**src/rtl/spike_aer_encoder_pkg.sv**
```systemverilog
// Shared constants and event word type for the AER encoder.
package spike_aer_encoder_pkg;

  localparam int unsigned N_NEURONS  = 8;
  localparam int unsigned ADDR_W     = 3;
  localparam int unsigned TS_W       = 8;
  localparam int unsigned FIFO_DEPTH = 8;
  localparam int unsigned DROP_W     = 8;
  localparam int unsigned CNT_W      = $clog2(FIFO_DEPTH) + 1;

  typedef struct packed {
    logic [ADDR_W-1:0] addr;
    logic [TS_W-1:0]   ts;
  } aer_evt_t;

endpackage

```
**src/rtl/spike_aer_encoder_if.sv**
```systemverilog
// Valid/ready address-event stream.
interface spike_aer_encoder_if;
  import spike_aer_encoder_pkg::*;

  logic              evt_valid;
  logic              evt_ready;
  logic [ADDR_W-1:0] evt_addr;
  logic [TS_W-1:0]   evt_ts;

  modport master (output evt_valid, output evt_addr, output evt_ts, input evt_ready);
  modport slave  (input evt_valid, input evt_addr, input evt_ts, output evt_ready);
endinterface

```
**src/rtl/spike_aer_encoder_sync_fifo.sv**
```systemverilog
// Show-ahead synchronous FIFO; accepts a push when full only if a pop happens too.
module sync_fifo #(
  parameter int unsigned WIDTH = 11,
  parameter int unsigned DEPTH = 8
) (
  input  logic                       clk,
  input  logic                       rst,
  input  logic                       push,
  input  logic                       pop,
  input  logic [WIDTH-1:0]           din,
  output logic [WIDTH-1:0]           dout,
  output logic [$clog2(DEPTH):0]     count,
  output logic                       full,
  output logic                       empty
);
  localparam int unsigned PTR_W = $clog2(DEPTH);

  logic [WIDTH-1:0] mem [DEPTH];
  logic [PTR_W-1:0] rd_ptr_q, wr_ptr_q;
  logic [PTR_W:0]   count_q;
  logic             do_push, do_pop;

  assign empty   = (count_q == '0);
  assign full    = (count_q == (PTR_W+1)'(DEPTH));
  assign do_pop  = pop && !empty;
  assign do_push = push && (!full || do_pop);
  assign count   = count_q;
  // Head is forced to zero when empty so stale data never leaks out.
  assign dout    = empty ? '0 : mem[rd_ptr_q];

  // Storage array; contents are don't-care until written.
  always_ff @(posedge clk) begin
    if (do_push) mem[wr_ptr_q] <= din;
  end

  // Pointer and occupancy bookkeeping.
  always_ff @(posedge clk or posedge rst) begin
    if (rst) begin
      rd_ptr_q <= '0;
      wr_ptr_q <= '0;
      count_q  <= '0;
    end else begin
      if (do_push) wr_ptr_q <= wr_ptr_q + 1'b1;
      if (do_pop)  rd_ptr_q <= rd_ptr_q + 1'b1;
      if (do_push && !do_pop)      count_q <= count_q + 1'b1;
      else if (do_pop && !do_push) count_q <= count_q - 1'b1;
    end
  end
endmodule

```
**src/rtl/spike_aer_encoder.sv**
```systemverilog
// Parallel spike lines -> round-robin arbitrated AER event stream with drop counting.
module spike_aer_encoder
  import spike_aer_encoder_pkg::*;
(
  input  logic                    clk,
  input  logic                    rst,
  input  logic                    en,
  input  logic [N_NEURONS-1:0]    spike_in,
  spike_aer_encoder_if.master     evt,
  output logic [CNT_W-1:0]        fifo_count,
  output logic [DROP_W-1:0]       drop_count
);
  logic [TS_W-1:0]      ts_ctr_q;
  logic [N_NEURONS-1:0] pending_q, pending_d;
  logic [TS_W-1:0]      ts_hold_q [N_NEURONS];
  logic [TS_W-1:0]      ts_hold_d [N_NEURONS];
  logic [ADDR_W-1:0]    rr_ptr_q;
  logic [DROP_W-1:0]    drop_q, drop_d;
  logic [DROP_W:0]      drop_sum;
  logic [ADDR_W:0]      n_drop;
  logic [ADDR_W-1:0]    grant;
  logic                 grant_valid;
  logic                 fifo_full, fifo_empty, pop, push_ok;
  aer_evt_t             push_evt, head_evt;

  assign pop        = evt.evt_valid && evt.evt_ready;
  assign push_ok    = !fifo_full || pop;
  assign evt.evt_valid = !fifo_empty;
  assign evt.evt_addr  = head_evt.addr;
  assign evt.evt_ts    = head_evt.ts;
  assign drop_count    = drop_q;

  // Round-robin search starting at rr_ptr; suppressed when the FIFO cannot take a word.
  always_comb begin
    logic [ADDR_W-1:0] idx;
    grant_valid = 1'b0;
    grant       = '0;
    idx         = '0;
    for (int k = 0; k < N_NEURONS; k++) begin
      idx = rr_ptr_q + ADDR_W'(k);
      if (!grant_valid && pending_q[idx]) begin
        grant_valid = 1'b1;
        grant       = idx;
      end
    end
    if (!push_ok) grant_valid = 1'b0;
    push_evt.addr = grant;
    push_evt.ts   = ts_hold_q[grant];
  end

  // Capture new spikes, retire the granted one, and count spikes that hit a busy slot.
  always_comb begin
    pending_d = pending_q;
    ts_hold_d = ts_hold_q;
    n_drop    = '0;
    for (int i = 0; i < N_NEURONS; i++) begin
      if (en && spike_in[i]) begin
        pending_d[i] = 1'b1;
        // A granted slot frees up this cycle, so the new spike re-arms it with a fresh ts.
        if (!pending_q[i] || (grant_valid && grant == ADDR_W'(i))) begin
          ts_hold_d[i] = ts_ctr_q;
        end else begin
          n_drop = n_drop + {{ADDR_W{1'b0}}, 1'b1};
        end
      end else if (grant_valid && grant == ADDR_W'(i)) begin
        pending_d[i] = 1'b0;
      end
    end
    drop_sum = {1'b0, drop_q} + (DROP_W+1)'(n_drop);
    drop_d   = drop_sum[DROP_W] ? '1 : drop_sum[DROP_W-1:0];
  end

  // Timestamp, pending slots, arbiter pointer and drop counter state.
  always_ff @(posedge clk or posedge rst) begin
    if (rst) begin
      ts_ctr_q  <= '0;
      pending_q <= '0;
      rr_ptr_q  <= '0;
      drop_q    <= '0;
      for (int i = 0; i < N_NEURONS; i++) ts_hold_q[i] <= '0;
    end else begin
      if (en) ts_ctr_q <= ts_ctr_q + 1'b1;
      pending_q <= pending_d;
      ts_hold_q <= ts_hold_d;
      drop_q    <= drop_d;
      if (grant_valid) rr_ptr_q <= grant + 1'b1;
    end
  end

  sync_fifo #(
    .WIDTH ($bits(aer_evt_t)),
    .DEPTH (FIFO_DEPTH)
  ) u_fifo (
    .clk   (clk),
    .rst   (rst),
    .push  (grant_valid),
    .pop   (pop),
    .din   (push_evt),
    .dout  (head_evt),
    .count (fifo_count),
    .full  (fifo_full),
    .empty (fifo_empty)
  );
endmodule
```
**src/flat_wrapper.sv**
```systemverilog
// flat-port wrapper written by rule: the top's interface ports become plain ports
module spike_aer_encoder_flat import spike_aer_encoder_pkg::*;
  (clk, rst, en, spike_in, fifo_count, drop_count, evt_evt_valid, evt_evt_addr, evt_evt_ts, evt_evt_ready);
  spike_aer_encoder_if evt_i ();
  input  logic clk;
  input  logic rst;
  input  logic en;
  input  logic [N_NEURONS-1:0] spike_in;
  output logic [CNT_W-1:0] fifo_count;
  output logic [DROP_W-1:0] drop_count;
  output wire logic [$bits(evt_i.evt_valid)-1:0] evt_evt_valid;
  output wire logic [$bits(evt_i.evt_addr)-1:0] evt_evt_addr;
  output wire logic [$bits(evt_i.evt_ts)-1:0] evt_evt_ts;
  input wire logic [$bits(evt_i.evt_ready)-1:0] evt_evt_ready;
  assign evt_evt_valid = evt_i.evt_valid;
  assign evt_evt_addr = evt_i.evt_addr;
  assign evt_evt_ts = evt_i.evt_ts;
  assign evt_i.evt_ready = evt_evt_ready;
  spike_aer_encoder u_core (.clk(clk), .rst(rst), .en(en), .spike_in(spike_in), .evt(evt_i), .fifo_count(fifo_count), .drop_count(drop_count));
endmodule
```
**config.mk**
```make
export PLATFORM = sky130hd
export DESIGN_NAME = spike_aer_encoder_flat
export DESIGN_NICKNAME = d
export VERILOG_FILES = /design/src/rtl/spike_aer_encoder_pkg.sv /design/src/rtl/spike_aer_encoder_if.sv /design/src/rtl/spike_aer_encoder_sync_fifo.sv /design/src/rtl/spike_aer_encoder.sv /design/src/flat_wrapper.sv
export SDC_FILE = /design/constraint.sdc
export NUM_CORES = 1
export LEC_CHECK = 0
export CAP_MARGIN = 10
export CORE_MARGIN = 4
export CORE_UTILIZATION = 60
export CTS_CLUSTER_DIAMETER = 200
export DETAILED_ROUTE_END_ITERATION = 8
export HOLD_SLACK_MARGIN = 0.03
export PLACE_DENSITY = 0.78
export SYNTH_ARGS = -nofsm -noshare
export SYNTH_HDL_FRONTEND = slang
export SYNTH_SLANG_ARGS = --single-unit
```
**constraint.sdc**
```tcl
create_clock -name clk -period 10.85 [get_ports clk]
set_input_delay 2.17 -clock clk [delete_from_list [all_inputs] [get_ports clk]]
set_output_delay 2.17 -clock clk [all_outputs]
set_load 0.1 [all_outputs]
```
==> results.ini <==
[floorplanning]
dieWidth_um=138
initial_utilization_pct=61.0
row_count=47
core_area_mm2=0.0165
die_height_um=138
io_pins=36
die_area_mm2=0.0189

[yosys]
synth_fa_ha_area_share_pct=3.48
synth_top_area_share_pct=26.2
async_flop_share_pct=53.4
synth-edff-count=88
synth-seq-cells=189
netlist_instances=788
synth_nets=826
synth_ff_type=dfrtp_1
synth_area_leader_cell=edfxtp_1
ys_seq_area_share_pct=51.3
synth-simple-area-share_pct=10.5
synthXorXnorAreaFrac_pct=3.56
synth.area.top_cells=edfxtp_1 26%, dfrtp_1 25%, mux4_2 9.2%
yosysWarnings=0
synth_compound_area_share_pct=6.93
syn_area_mm2=0.0101
yosysUniqueCellTypes=74
synth_top_family_by_area=multiplexers
avgSynthCellArea_um2=12.8
synth_mux_area_share_pct=21.4

[timing]
slew_violations=0
rsz0062_at_grt=no
fmax_mhz=100
finalCritPeriodShare_pct=91.8
worst_pin_slew_ns=1.13
finClkSkew_ns=0.0113
tns_ns=0
final_hold_viol_count=0
relSlewSlack_pct=24.3
setup_viol_count_final=0
holdWs_ns=0.505
period_needed_ns=9.96

[route]
drc=0
route.met3.wl_mm=1.13
via_per_inst=6.24
first_pass_iters=5
vias=6543
route.met2.wl_mm=10.7
finalWirelength_mm=21.1
ant_nets=0
top_layer_used=met4
drt_iter0_markers=621
routedWlPerCell_um=20.1
wl_met1_mm=8.85

[final_layout]
final_common_cell=dfrtp_1
fin_nets=853
syn2layout_area_growth_pct=11.6
diodes=0
fill_cells=1136
final_cell_mix=101 x dfrtp_1, 88 x edfxtp_1, 77 x mux2_2
drive_gt1_share_pct=22.6

[cts]
cts_buffer_depth=2
clkTransAtPathRegs_ns=0.06
post_cts_buffers=0
cts_made_buffers=17
cts_root_buf=clkbuf_16
tritoncts=done
cts_resized=0
insertion_delay_ns=0.42
cts_max_level=4
hold_buffers=0
cts_sinks=189

[worst_setup_path]
critPathSlowestCell=dfrtp_1
crit_buf_inv=4
path_class=register to register
max_stage_delay_ns=0.78
critPathArrivalTime_ns=10.26
end_kind=register
critPathRequiredTime_ns=11.15
critPathTopFamily=simple AND/OR/NAND/NOR gates
cp_common_cell=ha_1
cp_max_fo=31
worstSetupStartpointType=register

[placed_design]
dp_hpwl_mm=14.4
io_buffers=35
place.gp.congestion=0.902

[grt]
grt_pass1_vias=6681
grt_max_degree=93
grt_first_pass_wirelength_mm=34.3
grt_usage_pct=23.6
antenna_found_initial=0
gr-total-overflow=0

[outcome]
status=complete, no violations

[min_path]
hold_path.class=register to register

[job]
max_cap_viol_count=0

[per-stage QoR]
step | cell area [um^2] | std cells | setup WS [ns] | util [%]
6_report | 11200 | 1048 | 0.894 | 68.0
5_1_grt | 11200 | 1048 | 0.0343 | 68.0
3_3_place_gp | 10700 | 1015 | 1.26 | 64.5
4_1_cts | 11200 | 1047 | 0.907 | 67.9
3_5_place_dp | 10700 | 1015 | 0.927 | 64.5
2_1_floorplan | 10100 | 788 | 1.78 | -
[cell families (layout without fill, tap and decap cells)]
kind of cell,after synthesis,in the layout
mux,155,155
xor+xnor,36,36
fa+ha+maj,27,27
buf+inv,66,106
flops,189,189
simple gates,217,217
compound gates,98,98
[registers in the layout, indices dropped and copies added (netlist names)]
register	count
u_core.rr_ptr_q	3
u_core.u_fifo.mem	88
u_core.u_fifo.rd_ptr_q	3
u_core.u_fifo.wr_ptr_q	3
u_core.ts_ctr_q	8
u_core.drop_count	8
u_core.pending_q	8
u_core.ts_hold_q	64
u_core.u_fifo.count	4
[worst reg2reg max path: cells and delay by family, from the launching register on]
| kind | cells | cell delay [ns] |
|---|---|---|
| buf+inv | 4 | 0.55 |
| xor+xnor | 1 | 0.18 |
| mux | 5 | 1.46 |
| simple gates | 13 | 2.73 |
| compound gates | 8 | 1.62 |
| flops | 1 | 0.78 |
| fa+ha+maj | 7 | 2.50 |
[synthesized netlist by cell type, types with 17 or more instances]
cell type    n
dfrtp_1    101
clkbuf_1    22
mux2_2      77
nand2_1     70
edfxtp_1    88
mux2i_1     37
inv_1       25
nor2_1      57
ha_1        24
a21oi_1     26
xnor2_1     19
o21ai_0     17
mux4_2      41
[layout make-up]
class / instances / area [um^2] / share of cell area [%]
multi-input cells: 533 / 4670 / 41.5
flip-flops and latches: 189 / 5170 / 46.0
clock buffers: 20 / 447 / 3.97
repair buffers: 47 / 460 / 4.10
inverters: 27 / 109 / 0.968
clock inverters: 12 / 111 / 0.991
well taps: 220 / 275 / 2.45
[final timing paths]
kind,from,to,slack (ns),cells past startpoint
min in group asynchronous,rst,u_core.drop_count[6]$_DFF_PP0_,1.98,2
hold / removal,u_core.ts_hold_q[31]$_DFFE_PP0P_,u_core.ts_hold_q[31]$_DFFE_PP0P_,0.51,1
setup reg to reg,u_core.rr_ptr_q[0]$_DFFE_PP0P_,u_core.drop_count[5]$_DFF_PP0_,0.89,38
hold reg to reg,u_core.ts_hold_q[31]$_DFFE_PP0P_,u_core.ts_hold_q[31]$_DFFE_PP0P_,0.51,1
max in group asynchronous,rst,u_core.ts_hold_q[56]$_DFFE_PP0P_,7.87,4
setup / recovery,u_core.rr_ptr_q[0]$_DFFE_PP0P_,u_core.drop_count[5]$_DFF_PP0_,0.89,38
[metal layers]
| metal | vias up | global-route usage [%] |
|---|---|---|
| met5 | - | 0 |
| met4 | 0 | 6.98 |
| met3 | 40 | 4.78 |
| met2 | 226 | 39.6 |
| met1 | 3305 | 31.4 |
| li1 | 2972 | - |
Power is left out: the tool's default activity adds up to more than one toggle a clock period on the data nets, which glitch-free logic cannot reach.
==> edit (same flow settings) <==
Reset style: synchronous (`rst`), changed in 2 clocked blocks.
--- a/src/rtl/spike_aer_encoder_sync_fifo.sv
+++ b/src/rtl/spike_aer_encoder_sync_fifo.sv
@@ -34,7 +34,7 @@
   end
 
   // Pointer and occupancy bookkeeping.
-  always_ff @(posedge clk or posedge rst) begin
+  always_ff @(posedge clk) begin
     if (rst) begin
       rd_ptr_q <= '0;
       wr_ptr_q <= '0;
--- a/src/rtl/spike_aer_encoder.sv
+++ b/src/rtl/spike_aer_encoder.sv
@@ -71,7 +71,7 @@
   end
 
   // Timestamp, pending slots, arbiter pointer and drop counter state.
-  always_ff @(posedge clk or posedge rst) begin
+  always_ff @(posedge clk) begin
     if (rst) begin
       ts_ctr_q  <= '0;
       pending_q <= '0;
Function: differs if rst is asserted again (counterexample within 4 cycles, from zero or initial values and one cycle with rst high); with rst held inactive, the same outputs for 4 cycles.
==> edit against the original RTL <==
- final area is 2.9% lower
- critical path depth is 3 lower
- wire length grew 3.9%
- die area is 1.8% lower
- sequential cell count is 3 higher
- area after synthesis is 1.9% lower
- non-clock buffer count is 2 higher
- worst setup slack improved by 0.24 ns
Power is left out: the tool's default activity adds up to more than one toggle a clock period on the data nets, which glitch-free logic cannot reach.
==> edit: results (changes against the original RTL) <==
| Metric | Value |
|---|---|
| Start point of the worst hold path | `u_core.ts_hold_q[39]` |
| Biggest area contributors in the synthesized netlist | `sky130_fd_sc_hd__edfxtp_1 27%, sky130_fd_sc_hd__dfxtp_1 21%, sky130_fd_sc_hd__mux2i_1 8.9%` |
| Adder-cell share of the synthesized area | `0.0344 (-0.000352)` |
| Number of nets produced by synthesis | `949 (+15%)` |
| Top_reg_cell synth | `sky130_fd_sc_hd__dfxtp_1` |
| Post-place instance area | `10400 sq um (-2.8%)` |
| Slack of the worst reg-to-reg path | `1.13 ns (+0.24 ns)` |
| Final routed wirelength across all metal layers | `21900 um (+3.9%)` |
| DR WL/cell | `19.1 um (-5.2%)` |
| Arrival time reported for the critical path endpoint | `10.08 ns (-0.18 ns)` |
| Seq/Total Area, Yosys | `0.478 (-0.0353)` |
| WHS | `0.494 ns (-0.0112 ns)` |
| DPL Wire Length | `14100 um (-1.5%)` |
| Destination of the critical timing path | `u_core.drop_count[1]` |
| Run status | `completed` |
| Cells on worst reg2reg path | `35 (-7.9%)` |
| Combined global-route utilization of all metal layers | `0.249 (+0.0124)` |
| XOR/XNOR Fraction of Synth Area | `0.0424 (+0.00675)` |
| Share of cells above drive strength 1 | `0.124 (-0.102)` |
| Worst setup slack after placement | `1.30 ns (+0.371 ns)` |
| Vias in the first global route | `6893 (+3.2%)` |
| Syn avg cell area | `10.9 sq um (-15%)` |
| Multi-input logic area | `4820 sq um (+3.2%)` |
| Maximum number of pins on one net before global-route repair | `103 (+11%)` |
| Layout Nets | `958 (+12%)` |
| Share of flip-flops with an asynchronous set or reset | `0 (-0.534)` |
| Number of cells on the worst hold path | `2 (+1)` |
## edit: changes by cell type in the layout (fill, tap and decap cells not counted), sizes merged, moves of 8 or more
cell / delta
mux2i: +54
a21oi: +9
nand3: +48
o22ai: -8
nand2: +52
nand2b: -10
dfxtp: +104
mux2: -66
nor2: +55
dfrtp: -101
o21ai: -8
## edit: layout make-up
cell class	count	share of cell area
Timing Repair Buffer	49	0.0415
Clock inverter	9	0.00803
Inverter	22	0.00837
Sequential cell	192	0.433
Multi-Input combinational cell	638	0.442
Clock buffer	23	0.0429
Tap cell	216	0.0248
## edit: metal layers
layer / up-vias / part of all wire / global-route usage
li1: 3289 / - / -
met1: 3407 / 0.43 / 0.319
met2: 230 / 0.49 / 0.420
met3: 38 / 0.057 / 0.0570
met4: 0 / 0.018 / 0.0812
met5: - / 0 / 0
